## src/rtl/fp32_pkg.sv

```systemverilog
// Shared binary32 constants, opcode encoding and the unpacked-operand view
// used by the fp_alu datapaths.
package fp32_pkg;

    localparam int          EXP_BIAS = 127;
    localparam logic [7:0]  EXP_MAX  = 8'hFF;
    localparam logic [31:0] QNAN     = 32'h7FC0_0000;

    typedef enum logic [1:0] {
        OP_ADD = 2'b00,
        OP_SUB = 2'b01,
        OP_MUL = 2'b10,
        OP_RSV = 2'b11
    } op_e;

    // mant carries the hidden bit; subnormals are reported as zero.
    typedef struct packed {
        logic        sign;
        logic [7:0]  exp;
        logic [23:0] mant;
        logic        is_zero;
        logic        is_inf;
        logic        is_nan;
    } fp_unpacked_t;

    function automatic fp_unpacked_t fp_unpack(input logic [31:0] x);
        fp_unpacked_t u;
        u.sign    = x[31];
        u.exp     = x[30:23];
        u.mant    = {1'b1, x[22:0]};
        u.is_zero = (x[30:23] == 8'd0);
        u.is_inf  = (x[30:23] == EXP_MAX) && (x[22:0] == 23'd0);
        u.is_nan  = (x[30:23] == EXP_MAX) && (x[22:0] != 23'd0);
        return u;
    endfunction

    // Leading-zero count of a 27-bit value; 27 when the value is zero.
    function automatic logic [4:0] lzc27(input logic [26:0] v);
        logic [4:0] n;
        n = 5'd27;
        for (int i = 0; i < 27; i++) begin
            if (v[i]) n = 5'(26 - i);
        end
        return n;
    endfunction

endpackage

```

## src/rtl/fp32_round_pack.sv

```systemverilog
// Round-to-nearest-even, overflow-to-infinity and flush-to-zero, then pack
// a normalised significand (hidden bit at [26], G/R/S at [2:0]) into binary32.
module fp32_round_pack
    import fp32_pkg::*;
(
    input  logic               sign,
    input  logic signed [9:0]  exp_unb,
    input  logic [26:0]        sig,
    output logic [31:0]        result
);

    logic               round_up;
    logic [24:0]        mant_rnd;
    logic signed [10:0] exp_b;
    logic [22:0]        frac;

    always_comb begin
        round_up = sig[2] & (sig[1] | sig[0] | sig[3]);
        mant_rnd = {1'b0, sig[26:3]} + {24'd0, round_up};
        exp_b    = {exp_unb[9], exp_unb} + 11'(EXP_BIAS) + {10'd0, mant_rnd[24]};
        frac     = mant_rnd[24] ? mant_rnd[23:1] : mant_rnd[22:0];
        if (exp_b >= 11'sd255) begin
            result = {sign, EXP_MAX, 23'd0};
        end else if (exp_b <= 11'sd0) begin
            result = {sign, 31'd0};
        end else begin
            result = {sign, exp_b[7:0], frac};
        end
    end

endmodule

```

## src/rtl/fp_alu.sv

```systemverilog
// Registered binary32 add/sub/mul unit: combinational float datapath feeding
// a single output register, one result per clock.
module fp_alu
    import fp32_pkg::*;
(
    input  logic        clk,
    input  logic        rst,
    input  logic [31:0] A,
    input  logic [31:0] B,
    input  logic [1:0]  OpCode,
    output logic [31:0] O
);

    op_e                op;
    fp_unpacked_t       ua;
    fp_unpacked_t       ub;
    logic               b_sign_eff;
    logic               a_bigger;
    logic               eff_sub;
    logic               big_sign;
    logic [7:0]         big_exp;
    logic [7:0]         small_exp;
    logic [23:0]        big_mant;
    logic [23:0]        small_mant;
    logic [7:0]         exp_diff;
    logic [26:0]        small_ext;
    logic [26:0]        lost;
    logic [26:0]        aligned;
    logic [27:0]        sum;
    logic [4:0]         lz;
    logic [26:0]        add_sig;
    logic signed [9:0]  add_exp;
    logic [47:0]        prod;
    logic [26:0]        mul_sig;
    logic signed [9:0]  mul_exp;
    logic               mul_sign;
    logic               rp_sign;
    logic signed [9:0]  rp_exp;
    logic [26:0]        rp_sig;
    logic [31:0]        rp_out;
    logic [31:0]        o_d;
    logic [31:0]        o_q;

    always_comb begin
        op         = op_e'(OpCode);
        ua         = fp_unpack(A);
        ub         = fp_unpack(B);
        b_sign_eff = ub.sign ^ (op == OP_SUB);

        a_bigger   = {ua.exp, ua.mant} >= {ub.exp, ub.mant};
        big_sign   = a_bigger ? ua.sign : b_sign_eff;
        big_exp    = a_bigger ? ua.exp  : ub.exp;
        big_mant   = a_bigger ? ua.mant : ub.mant;
        small_exp  = a_bigger ? ub.exp  : ua.exp;
        small_mant = a_bigger ? ub.mant : ua.mant;
        eff_sub    = ua.sign ^ b_sign_eff;
        exp_diff   = big_exp - small_exp;
        small_ext  = {small_mant, 3'b000};
        lost       = small_ext & ~(27'h7FF_FFFF << exp_diff);

        // Past 25 positions nothing of the smaller operand reaches G or R.
        if (exp_diff >= 8'd26) begin
            aligned = 27'd1;
        end else begin
            aligned = (small_ext >> exp_diff) | {26'd0, |lost};
        end

        if (eff_sub) begin
            sum = {1'b0, big_mant, 3'b000} - {1'b0, aligned};
        end else begin
            sum = {1'b0, big_mant, 3'b000} + {1'b0, aligned};
        end

        lz = lzc27(sum[26:0]);
        if (sum[27]) begin
            add_sig = {sum[27:2], sum[1] | sum[0]};
            add_exp = $signed({2'b00, big_exp}) - 10'sd126;
        end else begin
            add_sig = sum[26:0] << lz;
            add_exp = $signed({2'b00, big_exp}) - 10'sd127 - $signed({5'd0, lz});
        end

        prod     = 48'(ua.mant) * 48'(ub.mant);
        mul_sign = ua.sign ^ ub.sign;
        if (prod[47]) begin
            mul_sig = {prod[47:22], |prod[21:0]};
            mul_exp = $signed({2'b00, ua.exp}) + $signed({2'b00, ub.exp}) - 10'sd253;
        end else begin
            mul_sig = {prod[46:21], |prod[20:0]};
            mul_exp = $signed({2'b00, ua.exp}) + $signed({2'b00, ub.exp}) - 10'sd254;
        end

        rp_sign = (op == OP_MUL) ? mul_sign : big_sign;
        rp_exp  = (op == OP_MUL) ? mul_exp  : add_exp;
        rp_sig  = (op == OP_MUL) ? mul_sig  : add_sig;
    end

    fp32_round_pack u_round_pack (
        .sign    (rp_sign),
        .exp_unb (rp_exp),
        .sig     (rp_sig),
        .result  (rp_out)
    );

    // Special operands override the numeric path.
    always_comb begin
        o_d = 32'd0;
        case (op)
            OP_ADD, OP_SUB: begin
                if (ua.is_nan || ub.is_nan) begin
                    o_d = QNAN;
                end else if (ua.is_inf && ub.is_inf) begin
                    o_d = (ua.sign != b_sign_eff) ? QNAN : {ua.sign, EXP_MAX, 23'd0};
                end else if (ua.is_inf) begin
                    o_d = {ua.sign, EXP_MAX, 23'd0};
                end else if (ub.is_inf) begin
                    o_d = {b_sign_eff, EXP_MAX, 23'd0};
                end else if (ua.is_zero && ub.is_zero) begin
                    o_d = {ua.sign & b_sign_eff, 31'd0};
                end else if (ub.is_zero) begin
                    o_d = A;
                end else if (ua.is_zero) begin
                    o_d = {b_sign_eff, B[30:0]};
                end else if (sum == 28'd0) begin
                    o_d = 32'd0;
                end else begin
                    o_d = rp_out;
                end
            end
            OP_MUL: begin
                if (ua.is_nan || ub.is_nan) begin
                    o_d = QNAN;
                end else if ((ua.is_inf && ub.is_zero) || (ua.is_zero && ub.is_inf)) begin
                    o_d = QNAN;
                end else if (ua.is_inf || ub.is_inf) begin
                    o_d = {mul_sign, EXP_MAX, 23'd0};
                end else if (ua.is_zero || ub.is_zero) begin
                    o_d = {mul_sign, 31'd0};
                end else begin
                    o_d = rp_out;
                end
            end
            default: o_d = 32'd0;
        endcase
    end

    always_ff @(posedge clk or posedge rst) begin
        if (rst) begin
            o_q <= 32'd0;
        end else begin
            o_q <= o_d;
        end
    end

    assign O = o_q;

endmodule

```

## config.mk

```make
export PLATFORM = sky130hd
export DESIGN_NAME = fp_alu
export DESIGN_NICKNAME = d
export VERILOG_FILES = /design/src/rtl/fp32_pkg.sv /design/src/rtl/fp32_round_pack.sv /design/src/rtl/fp_alu.sv
export SDC_FILE = /design/constraint.sdc
export NUM_CORES = 2
export LEC_CHECK = 0
export CAP_MARGIN = 10
export CORE_UTILIZATION = 50
export DETAILED_ROUTE_END_ITERATION = 8
export GPL_TIMING_DRIVEN = 1
export PLACE_DENSITY = 0.7
export REMOVE_ABC_BUFFERS = 1
export SLEW_MARGIN = 30
export SYNTH_ARGS = -nofsm -noshare
export SYNTH_HDL_FRONTEND = slang
export SYNTH_SLANG_ARGS = --single-unit
```

## constraint.sdc

```tcl
create_clock -name clk -period 1.1 [get_ports clk]
set_clock_uncertainty 0.05 [all_clocks]
set_input_delay 0.22 -clock clk [delete_from_list [all_inputs] [get_ports clk]]
set_output_delay 0.22 -clock clk [all_outputs]
set_load 0.01 [all_outputs]
```

==> results.yml <==
logic_synthesis:
  synth.distinct_cells: 130
  yosys_register_bits: 32
  yosysTopAreaCell: "fa_1"
  async_reset_ff_frac: 1.00
  ys_warn_count: 0
  synth_area_um2: 33900
  synth_area_leaders: "fa_1, ha_1, inv_1, nand2_1, nor2_1"
  yosys.area_share.xor_xnor: 0.0294
  synth_fa_ha_area_frac: 0.396
  synthMuxAreaShare: 0.0379
  synth_top_family_by_area: "adder cells"
  yosysTopAreaCellShare: 0.286
  synth_flop_cell: "dfrtp_1"
  synth_compound_area_frac: 0.195
  syn_area_per_cell_um2: 7.63
  synth-simple-area-share: 0.210
  synthCells: 4443
  synth-edff-count: 0
  ys_seq_area_frac: 0.0236
power_and_ir_drop:
  p_leak_uw: 0.0227
  seqPwrFrac: 0.010
  p_sw_frac: 0.511
  pwr-share-comb: 0.982
  power_density_nw_per_um2: 3720
  peakVddDrop_mv: 7.03
  p_int_uw: 82800
  power_switching_uw: 86500
  clock_power_share: 0.009
floorplan:
  die_x_um: 262
  fp-row-count: 95
  die-height_um: 262
  dieArea_um2: 68900
  core-area_um2: 67200
  initial_core_util: 0.505
  ios: 100
sta:
  slew_headroom: 0.407
  hold_viol_final: 0
  rsz0062_at_grt: "yes"
  slew_viol_final: 0
  tightest_slew_ns: 0.888
  fin_setup_tns_ns: -348.83
  fin_ws_ns: -11.22
  period_needed_ns: 12.32
  min_period_over_period: 11.2
  setup-violations-final: 35
  whs_ns: 0.227
  fmax_mhz: 81.2
routing:
  drcViolationCount: 0
  vias: 38200
  wire_per_inst_um: 24.4
  dr.pass1.iters: 6
  vias_per_cell: 6.07
  ant_nets: 0
  drt_iter0_drc: 4197
  routed_wl_um: 153000
run_status:
  status: "finished, violations left"
  violations: "negative setup slack"
critical_path:
  cp-start-kind: "input pin"
  path_max_fanout: 5
  cp-end-kind: "flop"
  path_common_cell: "buf_6"
  max_stage_delay_ns: 0.87
  slowest_stage: "a2111oi_2"
  critPathCapture: "O[9]"
  arrival_ns: 12.45
  path_class: "input pin to flop"
  crit_required_ns: 1.23
  startpoint: "A[0]"
place:
  dp_cells: 6208
  port-buffer-count: 99
  gp_congestion: 1.06
  hpwl_um: 118000
grt:
  grt_pass1_wl_um: 227000
  grt_antenna_before_repair: 6
  grt.total_usage: 0.434
  overflow: 0
  grt_max_degree: 52
  grt_pass1_vias: 37900
clocking:
  cts_hold_buffers: 0
  cts_tree: "built"
  htree_levels: 2
  clk_root_buffer_cell: "clkbuf_16"
  cts_buffer_depth: 2
  clkSlewWorstSetupHoldPaths_ns: 0.06
  clock-sinks: 32
  cts_buffers: 5
final_layout:
  drive_above_1_share: 0.292
  fin_cells: 6288
  area_growth_pct: 34.3
  finalNetCount: 6262
  fill_cells: 5635
  largest_reg_flops: 32
  layout_common_cells: "buf_4, inv_1, nand2_1"
  layout_commonest_cell: "buf_4"
job:
  drv_cap: 0
min_path:
  hold_class: "input pin to async pin"
layout make-up:
cell class | count | area (um2) | share of cell area
antenna | 2 | 5.00 | 0.000110
sequential | 32 | 801 | 0.0176
multi-input combinational | 3462 | 31000 | 0.681
timing repair buffer | 1243 | 9950 | 0.218
clock inverter | 2 | 10.0 | 0.000220
tap | 873 | 1090 | 0.0240
clock buffer | 6 | 139 | 0.00305
inverter | 668 | 2530 | 0.0556
per-stage QoR:
step	setup slack, ns	area [um2]	utilization	power (uW)
after floorplan	-14.36	32700	-	90400
after global placement	-12.34	43100	0.642	160000
after detailed placement	-12.61	43100	0.642	163000
after CTS	-11.36	43900	0.653	165000
after global routing	-11.48	45500	0.678	178000
final	-11.22	45500	0.678	169000
worst max-delay path: cells and delay by family:
kind | cells | cell delay [ns]
adders and majority gates | 6 | 1.38
xor gates and xnor gates | 1 | 0.12
buffers and inverters | 16 | 2.04
muxes | 2 | 0.66
AOI/OAI and AO/OA | 18 | 4.32
and+or+nand+nor | 18 | 3.65
metal layers:
metal | vias up | share of wire | wire length [um] | GRT usage
met5 | - | 0.00035 | 54 | 0
met4 | 8 | 0.062 | 9440 | 0.215
met3 | 534 | 0.11 | 17000 | 0.0947
met2 | 2353 | 0.43 | 66000 | 0.667
met1 | 18500 | 0.40 | 60900 | 0.577
li1 | 16800 | - | - | -
power groups by stage:
stage          Combinational, uW  Clock [uW]  Sequential, uW
2_1_floorplan              88500           0            1880
3_3_place_gp              158000           0            1690
3_5_place_dp              161000           0            1670
4_1_cts                   162000        1450            1660
5_1_grt                   175000        1490            1680
6_report                  166000        1450            1670
cells in the mapped netlist (14+ instances only):
cell and n:
o221ai_1 15, a221oi_1 23, and3_1 20, buf_1 24, o31ai_1 21, nor2_1 350, inv_1 651, ha_1 297
xor2_1 34, nand2_1 555, nand3_1 78, o211ai_1 35, nor4_1 38, o22ai_1 14, o21bai_1 22, a21oi_1 231
nand2b_1 31, clkbuf_1 216, o21ai_0 200, nor2b_1 21, o21a_1 25, nor3_1 85, mux2_2 18, mux2i_1 76
nand4_1 37, a31oi_1 37, buf_2 25, a21o_1 51, and2_1 172, fa_1 485, a211oi_1 60, or2_2 17
or3_1 25, dfrtp_1 32, xnor2_1 76, a22oi_1 16
worst min path at each step:
stage | to | slack (ns) | cells after the start
after floorplan | O[24] | 0.25 | 1
after global placement | O[26] | 0.54 | 3
after detailed placement | O[28] | 0.55 | 3
after CTS | O[28] | 0.25 | 3
after global routing | O[28] | 0.26 | 3
final | O[28] | 0.23 | 3
repair_timing:
action / CTS / global route
pin swaps: 48 / 106
resized for setup: 250 / 406
endpoints found under the hold margin: 0 / 0
buffers inserted: 41 / 46
setup endpoints to repair: 64 / 41
cell families after synthesis:
family,Yosys count
AO/OA/AOI/OAI,962
multiplexers,109
buffers and inverters,949
flip-flops,32
adder cells (fa/ha/maj),782
AND/OR/NAND/NOR,1497
XOR/XNOR,112
No activity file was read; power rests on OpenSTA's default activity.
